File: config.mk
export PLATFORM = sky130hd
export DESIGN_NAME = alu_muldiv_unit
export DESIGN_NICKNAME = d
export VERILOG_FILES = /design/src/rtl/alu_pkg.sv /design/src/rtl/muldiv_step.sv /design/src/rtl/alu_muldiv_unit.sv
export SDC_FILE = /design/constraint.sdc
export NUM_CORES = 1
export LEC_CHECK = 0
export ABC_CLOCK_PERIOD_IN_PS = 3800
export CORE_MARGIN = 5
export CORE_UTILIZATION = 60
export CTS_BUF_LIST = sky130_fd_sc_hd__clkbuf_4 sky130_fd_sc_hd__clkbuf_8
export DETAILED_ROUTE_END_ITERATION = 10
export PLACE_DENSITY = 0.88
export SLEW_MARGIN = 20
export SYNTH_ARGS = -nofsm -noshare
export SYNTH_HDL_FRONTEND = slang
export SYNTH_SLANG_ARGS = --single-unit
File: constraint.sdc
create_clock -name clk -period 3.8 [get_ports clk]
set_input_delay 0.76 -clock clk [delete_from_list [all_inputs] [get_ports clk]]
set_output_delay 0.76 -clock clk [all_outputs]
set_load 0.02 [all_outputs]
File: src/rtl/alu_pkg.sv
// Shared ALU definitions used by the multi-cycle MUL/DIV responder.
// Holds the funct3/type encodings and the responder's state type.
package alu_pkg;

  localparam logic [2:0] FUNCT3_MULDIV = 3'b011;
  localparam logic       TYPE_MUL      = 1'b1;
  localparam logic       TYPE_DIV      = 1'b0;

  typedef enum logic [1:0] {
    IDLE = 2'd0,
    MUL  = 2'd1,
    DIV  = 2'd2,
    DONE = 2'd3
  } muldiv_state_t;

endpackage

File: src/rtl/muldiv_step.sv
// One radix-2 iteration: shift-add multiply step or restoring divide step.
// In DIV mode the quotient bits are shifted into the low end of the dividend register.
module muldiv_step #(
  parameter int WIDTH = 32
) (
  input  logic             mode_mul,
  input  logic [WIDTH-1:0] a,
  input  logic [WIDTH-1:0] b,
  input  logic [WIDTH-1:0] acc,
  output logic [WIDTH-1:0] a_nxt,
  output logic [WIDTH-1:0] b_nxt,
  output logic [WIDTH-1:0] acc_nxt
);

  logic [WIDTH:0] rem_ext;
  logic           q_bit;

  // The shifted remainder keeps its carry bit so divisors above 2^(WIDTH-1) divide correctly.
  always_comb begin
    a_nxt   = a;
    b_nxt   = b;
    acc_nxt = acc;
    rem_ext = {(WIDTH+1){1'b0}};
    q_bit   = 1'b0;
    if (mode_mul) begin
      acc_nxt = acc + (b[0] ? a : {WIDTH{1'b0}});
      a_nxt   = {a[WIDTH-2:0], 1'b0};
      b_nxt   = {1'b0, b[WIDTH-1:1]};
    end else begin
      rem_ext = {acc, a[WIDTH-1]};
      if (rem_ext >= {1'b0, b}) begin
        acc_nxt = rem_ext[WIDTH-1:0] - b;
        q_bit   = 1'b1;
      end else begin
        acc_nxt = rem_ext[WIDTH-1:0];
        q_bit   = 1'b0;
      end
      a_nxt = {a[WIDTH-2:0], q_bit};
    end
  end

endmodule

File: src/rtl/alu_muldiv_unit.sv
// Multi-cycle unsigned MUL/DIV responder with valid/ready request and result handshakes.
// Holds the FSM, iteration counter and operand registers; the iteration datapath lives in muldiv_step.
module alu_muldiv_unit
  import alu_pkg::*;
#(
  parameter int WIDTH = 32
) (
  input  logic             clk,
  input  logic             rst_n,
  input  logic             in_valid,
  output logic             in_ready,
  input  logic [WIDTH-1:0] operand1,
  input  logic [WIDTH-1:0] operand2,
  input  logic             Type_alu,
  output logic             out_valid,
  input  logic             out_ready,
  output logic [WIDTH-1:0] result,
  output logic             div_by_zero
);

  localparam int CNT_W = $clog2(WIDTH);

  muldiv_state_t    state_q, state_d;
  logic [CNT_W-1:0] cnt_q, cnt_d;
  logic [WIDTH-1:0] a_q, a_d, b_q, b_d, acc_q, acc_d;
  logic [WIDTH-1:0] result_q, result_d;
  logic             in_ready_q, in_ready_d;
  logic             out_valid_q, out_valid_d;
  logic             dbz_q, dbz_d;
  logic [WIDTH-1:0] a_step, b_step, acc_step;

  muldiv_step #(.WIDTH(WIDTH)) u_step (
    .mode_mul (state_q == MUL),
    .a        (a_q),
    .b        (b_q),
    .acc      (acc_q),
    .a_nxt    (a_step),
    .b_nxt    (b_step),
    .acc_nxt  (acc_step)
  );

  // Next-state and registered-output logic.
  always_comb begin
    state_d     = state_q;
    cnt_d       = cnt_q;
    a_d         = a_q;
    b_d         = b_q;
    acc_d       = acc_q;
    result_d    = result_q;
    in_ready_d  = in_ready_q;
    out_valid_d = out_valid_q;
    dbz_d       = dbz_q;
    case (state_q)
      IDLE: begin
        if (in_valid && in_ready_q) begin
          a_d        = operand1;
          b_d        = operand2;
          acc_d      = {WIDTH{1'b0}};
          cnt_d      = {CNT_W{1'b0}};
          in_ready_d = 1'b0;
          if (Type_alu == TYPE_MUL) begin
            state_d = MUL;
          end else if (operand2 == {WIDTH{1'b0}}) begin
            state_d     = DONE;
            result_d    = {WIDTH{1'b1}};
            dbz_d       = 1'b1;
            out_valid_d = 1'b1;
          end else begin
            state_d = DIV;
          end
        end else begin
          state_d = IDLE;
        end
      end
      MUL, DIV: begin
        a_d   = a_step;
        b_d   = b_step;
        acc_d = acc_step;
        cnt_d = cnt_q + {{(CNT_W-1){1'b0}}, 1'b1};
        if (cnt_q == CNT_W'(WIDTH - 1)) begin
          state_d     = DONE;
          result_d    = (state_q == MUL) ? acc_step : a_step;
          dbz_d       = 1'b0;
          out_valid_d = 1'b1;
        end else begin
          state_d = state_q;
        end
      end
      DONE: begin
        if (out_ready) begin
          state_d     = IDLE;
          out_valid_d = 1'b0;
          in_ready_d  = 1'b1;
        end else begin
          state_d = DONE;
        end
      end
      default: begin
        state_d     = IDLE;
        out_valid_d = 1'b0;
        in_ready_d  = 1'b1;
      end
    endcase
  end

  // State, datapath and output registers.
  always_ff @(posedge clk or negedge rst_n) begin
    if (!rst_n) begin
      state_q     <= IDLE;
      cnt_q       <= {CNT_W{1'b0}};
      a_q         <= {WIDTH{1'b0}};
      b_q         <= {WIDTH{1'b0}};
      acc_q       <= {WIDTH{1'b0}};
      result_q    <= {WIDTH{1'b0}};
      in_ready_q  <= 1'b1;
      out_valid_q <= 1'b0;
      dbz_q       <= 1'b0;
    end else begin
      state_q     <= state_d;
      cnt_q       <= cnt_d;
      a_q         <= a_d;
      b_q         <= b_d;
      acc_q       <= acc_d;
      result_q    <= result_d;
      in_ready_q  <= in_ready_d;
      out_valid_q <= out_valid_d;
      dbz_q       <= dbz_d;
    end
  end

  assign in_ready    = in_ready_q;
  assign out_valid   = out_valid_q;
  assign result      = result_q;
  assign div_by_zero = dbz_q;

endmodule

After elaboration in Yosys (flattened, before gate mapping)
Index checks and enable logic that the tools add are counted.
Widths: inputs -> output; s select.
{"block": "totals", "romBits": 0, "elab_cells": 71, "ram_bits": 0, "inputBits": 69, "n_memories": 0, "latchBits": 0, "regBits": 138}
{"block": "classes", "bitwise_logic": 0, "n_addsub": 3, "order_cmp": 1, "multipliers": 0, "reduce_logical": 11, "n_mux": 37, "n_eq_ne": 10, "div": 0, "shift": 0}
{"op": "$mux 32", "n": 12}
{"op": "$pmux 32 s2", "n": 4}
{"op": "$ge 33x32->1", "n": 1}
{"op": "$add 32x32->32", "n": 1}
{"op": "$logic_not 32->1", "n": 1}
{"op": "$sub 32x32->32", "n": 1}
{"op": "$mux 1", "n": 11}
{"op": "$ne 2x2->1 const B", "n": 5}
{"op": "$pmux 5 s2", "n": 1}
{"op": "$reduce_and 5->1", "n": 2}
{"op": "$mux 2", "n": 4}
{"op": "$pmux 2 s3", "n": 1}
{"op": "$reduce_and 3->1", "n": 2}
{"op": "$add 5x1->5 const B", "n": 1}
{"op": "$eq 5x5->1 const B", "n": 1}
{"op": "$mux 5", "n": 1}
{"op": "$eq 2x2->1 const B", "n": 2}
{"op": "$pmux 1 s2", "n": 2}
{"op": "$reduce_bool 2->1", "n": 2}
{"op": "$pmux 1 s3", "n": 1}
{"op": "$eq 2x1->1 const B", "n": 1}
{"op": "$logic_not 2->1", "n": 1}
{"op": "$ne 2x1->1 const B", "n": 1}
{"op": "$reduce_and 2->1", "n": 1}
{"op": "other kinds (2)", "n": 2}

Depth between registers and ports, before layout
{"block": "depth", "ltp_word": 6, "ltp_mapped": 14}

Hierarchy
From an unflattened synthesis, not the netlist that was laid out.
{"block": "hier_totals", "cells_unflattened": 1265, "area_unflattened_um2": 11028.1}
{"mod": "alu_muldiv_unit", "area_each_um2": 6214.7, "instances": 1, "cells_each": 531, "seq_area_each_um2": 3454.6}
{"mod": "muldiv_step", "area_each_um2": 4813.4, "instances": 1, "cells_each": 734, "seq_area_each_um2": 0.0}

Least setup slack after synthesis
No wires, ideal clock.
{"block": "synth_path", "path_kind": "register to register", "startpoint": "reg b_q[0]", "endpoint": "reg acc_q[30]", "t_arrival_ns": 3.088, "period_less_slack_ns": 3.225, "setup_time_ns": 0.138, "slack_ns": 0.575, "stages_incl_launch_ff": 14, "n_path_buf": 0, "path_cell_list": "dfrtp_1 -> and2_1 -> ha_1 -> fa_1 -> a21oi_1 -> o221ai_2 -> a221oi_2 -> o41a_1 -> o21a_1 -> o31a_1 -> o21ai_2 -> a311oi_1 -> xor2_1 -> o221ai_1"}
{"block": "synth_between", "elab_chain_cells": 4, "word_cells_on_any_way": 7, "classes_between": "add/sub (2); order compare (1); mux (4)"}
{"item": "from (decl)", "line_no": "alu_muldiv_unit.sv:25", "source": "logic [WIDTH-1:0] a_q, a_d, b_q, b_d, acc_q, acc_d;"}
{"item": "from (signal assigned)", "line_no": "alu_muldiv_unit.sv:112", "source": "b_q <= {WIDTH{1'b0}};"}
{"item": "$sub 32x32->32 (tied with other cells)", "line_no": "muldiv_step.sv:32", "source": "acc_nxt = rem_ext[WIDTH-1:0] - b;"}
{"item": "$mux 32 / $add 32x32->32 (equally long branches)", "line_no": "muldiv_step.sv:31, muldiv_step.sv:26"}
{"item": "$mux 32 *", "line_no": "muldiv_step.sv:25", "source": "if (mode_mul) begin"}
{"item": "$pmux 32 s2 *", "line_no": "alu_muldiv_unit.sv:53", "source": "case (state_q)"}
{"item": "to (signal assigned)", "line_no": "alu_muldiv_unit.sv:113", "source": "acc_q <= {WIDTH{1'b0}};"}
{"item": "to (decl)", "line_no": "alu_muldiv_unit.sv:25"}
Every way passes the cells marked *; elsewhere a longest branch is shown, timed or not.
A chain may end at the register's enable or synchronous reset.

Worst setup path in the final report
{"block": "layout_path", "startpoint": "reg acc_q[20]", "endpoint": "reg acc_q[6]"}
{"block": "layout_between", "elab_chain_cells": 4}
{"item": "$ge 33x32->1", "line_no": "muldiv_step.sv:31", "source": "if (rem_ext >= {1'b0, b}) begin"}
{"item": "$mux 32", "line_no": "muldiv_step.sv:31"}
{"item": "$mux 32", "line_no": "muldiv_step.sv:25"}
{"item": "$pmux 32 s2", "line_no": "alu_muldiv_unit.sv:53"}
No other way between the ends.

==> run_results.csv <==
group,metric,value,unit
status,outcome,"completed",
clocking,cts_buffer_depth,2,
cells_and_area,diodes,0,
placement,portBuffers,103,
worst_setup_path,start_kind,"flip-flop",
synth,synth_edf_count,0,
cells_and_area,drive_gt1_share,8.74,%
worst_setup_path,cp.arrival,3920,ps
drt,wire_per_inst,19.9,um
clocking,cts_root_buffer,"clkbuf_8",
placement,dpl.hpwl,22.8,mm
global_routing,grt_pass1_vias,9924,
drt,num_vias,10200,
global_routing,grtUsageTotal,30.6,%
floorplanning,num_io_pins,104,
worst_setup_path,path_cells,"ha_1 -> nand4_1 -> or4_1 -> nor2_1 -> o31ai_1 -> o211a_2 -> nor2_8 -> buf_12 -> mux2i_1 -> nand2_1 -> a32o_1",
synth,synthArstFlopShare,100,%
power,leakagePower,5.71,nW
sta,maxSlewHeadroom,50.4,%
floorplanning,num_rows,48,
sta,fin_worst_skew,13.4,ps
synth,synthDistinctLibCells,82,
synth,synth.avg_cell_area,8.55,sq um
sta,tightest_slew,744,ps
clocking,clk_latency,470,ps
worst_setup_path,end_kind,"flip-flop",
clocking,postCtsHoldBufs,0,
cells_and_area,final_core_util,70.9,%
drt,first_pass_iters,5,
cells_and_area,area_growth,15.5,%
hold_path,hold_path_class,"in2async",
drt,routed_wl,31.1,mm
global_routing,grt_max_degree,75,
synth,ys.flop_type,"dfrtp_1",
placement,placedInstanceArea,0.0119,sq mm
synth,ys_seq_area_share,32.3,%
sta,finalSetupViolCount,0,
worst_setup_path,critical_path_class,"reg2reg",
floorplanning,die_width,144,um
worst_setup_path,cpMaxStageDelayCell,"or4_1",
sta,period_needed,3570,ps
clocking,cts_inserted_buffers,17,
drt,viasPerCell,6.50,
flow_run,max_cap_violations,0,
worst_setup_path,worstPathMaxFanout,24,
worst_setup_path,cp.required,4150,ps
sta,fin_setup_tns,0,ps
cells_and_area,final_area,0.0124,sq mm
sta,slew_viol_final,0,
clocking,cts_htree_levels,4,
power,vdd_ir_drop_max,0.229,mV
global_routing,grt-ovfl-total,0,
synth,ys_warn_count,0,
worst_setup_path,max_stage_delay,590,ps
placement,gp_congestion,0.946,
floorplanning,start_util,61.4,%
drt,detail-route-antenna-nets,0,
floorplanning,die_h,144,um
synth,syn_nets,1392,
synth,synthCells,1251,
sta,min_period_over_period,94.0,%
sta,rsz0062_at_grt,"false",
global_routing,grt_first_pass_wirelength,50.7,mm
clocking,tritoncts,"built",
cells_and_area,nets,1466,
synth,syn_area,0.0107,sq mm
global_routing,antenna_found_initial,0,
synth,synth-seq-cells,138,
power,powerDensity,240,mW/mm^2
drt,route.detailed.drc,0,
floorplanning,dieArea,0.0206,sq mm
floorplanning,fp.coreArea,0.0174,sq mm
sta,fmax,280,MHz
clocking,cts.clk_slew.worst_paths,90,ps
drt,drt_iter0_markers,955,
sta,hold_violations,0,
clocking,cts.sinks,138,
## path summary, 6_finish.rpt
| path | from | to | slack, ps | cells past startpoint |
|---|---|---|---|---|
| max reg2reg | acc_q[20]$_DFFE_PN0P_ | acc_q[6]$_DFFE_PN0P_ | 230 | 11 |
| min reg2reg | result[7]$_DFFE_PN0P_ | result[7]$_DFFE_PN0P_ | 530 | 2 |
| max | acc_q[20]$_DFFE_PN0P_ | acc_q[6]$_DFFE_PN0P_ | 230 | 11 |
| min in group clk | result[7]$_DFFE_PN0P_ | result[7]$_DFFE_PN0P_ | 530 | 2 |
| min | rst_n | b_q[5]$_DFFE_PN0P_ | 270 | 1 |
| max in group asynchronous | rst_n | in_ready$_DFFE_PN1P_ | 2650 | 2 |
## per-layer routing
| layer | global-route usage [%] | share of wire [%] | wire [um] |
|---|---|---|---|
| met4 | 11.4 | 3.4 | 1050 |
| met3 | 4.99 | 6.9 | 2140 |
| met2 | 52.1 | 49 | 15400 |
| met1 | 39.5 | 40 | 12600 |
| met5 | 0 | 0 | 0 |
## report_power, final
part	leakage [nW]	internal (mW)	switching [mW]
clock	0.219	0.744	0.632
combinational	3.58	0.0714	0.0544
sequential	1.91	1.47	0
total	5.71	2.28	0.686
## what timing repair did
| item | CTS | global route |
|---|---|---|
| buffers inserted | 0 | 0 |
| gates resized for setup | 0 | 2 |
| endpoints found under the setup margin | 0 | 3 |
## cells by family (layout without fill, tap and decap cells)
group	Yosys count	count (layout)	synth area share, %
buffers and inverters	129	216	5.25
multiplexers	89	89	8.71
AND/OR/NAND/NOR	321	321	14.1
adder cells (fa/ha/maj)	72	72	8.56
AO/OA/AOI/OAI	446	446	26.5
XOR/XNOR	56	56	4.58
flip-flops	138	138	32.3
## layout by cell type, fill, tap and decap left out, types with 18 or more instances in the layout
master	netlist	routed
a21oi_1	157	155
dfrtp_1	137	136
nand2_1	104	104
clkdlybuf4s50_1	0	102
nor2_1	98	98
ha_1	70	68
o22ai_1	64	64
mux2i_1	56	55
inv_1	54	54
o21ai_0	54	54
and2_1	36	36
xnor2_1	36	36
mux2_2	31	31
a21o_1	29	29
buf_4	3	23
xor2_1	20	20
clkbuf_8	4	18
## per-stage QoR
step           power, mW  worst slack, ps  hold slack [ps]  cells
6_report            2.97              227              271   1563
3_5_place_dp        1.62              230              506   1531
5_1_grt             3.04             22.8              324   1563
2_1_floorplan       1.51              575              464   1251
4_1_cts             2.96              221              297   1563
3_3_place_gp        1.62              294              494   1531
## synthesized netlist by cell type, types with 9 or more instances
| library cell | instances | share of area, % |
|---|---|---|
| a21o_1 | 29 | 2.0 |
| a21oi_1 | 157 | 7.3 |
| a22o_1 | 9 | 0.74 |
| a31oi_1 | 14 | 0.82 |
| a32o_1 | 14 | 1.3 |
| and2_1 | 36 | 2.1 |
| clkbuf_1 | 54 | 1.9 |
| dfrtp_1 | 137 | 32 |
| ha_1 | 70 | 8.2 |
| inv_1 | 54 | 1.9 |
| mux2_2 | 31 | 3.3 |
| mux2i_1 | 56 | 5.2 |
| nand2_1 | 104 | 3.6 |
| nand3_1 | 15 | 0.70 |
| nand4_1 | 14 | 0.82 |
| nor2_1 | 98 | 3.4 |
| nor4_1 | 10 | 0.58 |
| o21ai_0 | 54 | 2.5 |
| o21ai_1 | 14 | 0.65 |
| o21bai_1 | 14 | 0.98 |
| o22ai_1 | 64 | 3.7 |
| xnor2_1 | 36 | 2.9 |
| xor2_1 | 20 | 1.6 |
## registers in the layout, summed over array words and instances (netlist names)
register	flops
a_q	32
acc_q	32
b_q	32
cnt_q	5
div_by_zero	1
in_ready	1
out_valid	1
result	32
state_q	2
## critical path, delay by kind of cell, from the launching register on
family                     cells  cell delay (ps)
and+or+nand+nor                5             1310
AOI/OAI and AO/OA              3              710
DFF                            1              470
adders and majority gates      1              460
muxes                          1              250
buffers and inverters          1              230
## area by class of cell
cell class / count / area [sq um]
multi-input combinational: 984 / 6730
fill: 1360 / 5060
sequential: 138 / 3460
timing repair buffer: 128 / 1240
tap: 225 / 282
clock buffer: 20 / 263
inverter: 56 / 210
clock inverter: 12 / 173
No activity file was read; power rests on OpenSTA's default activity.
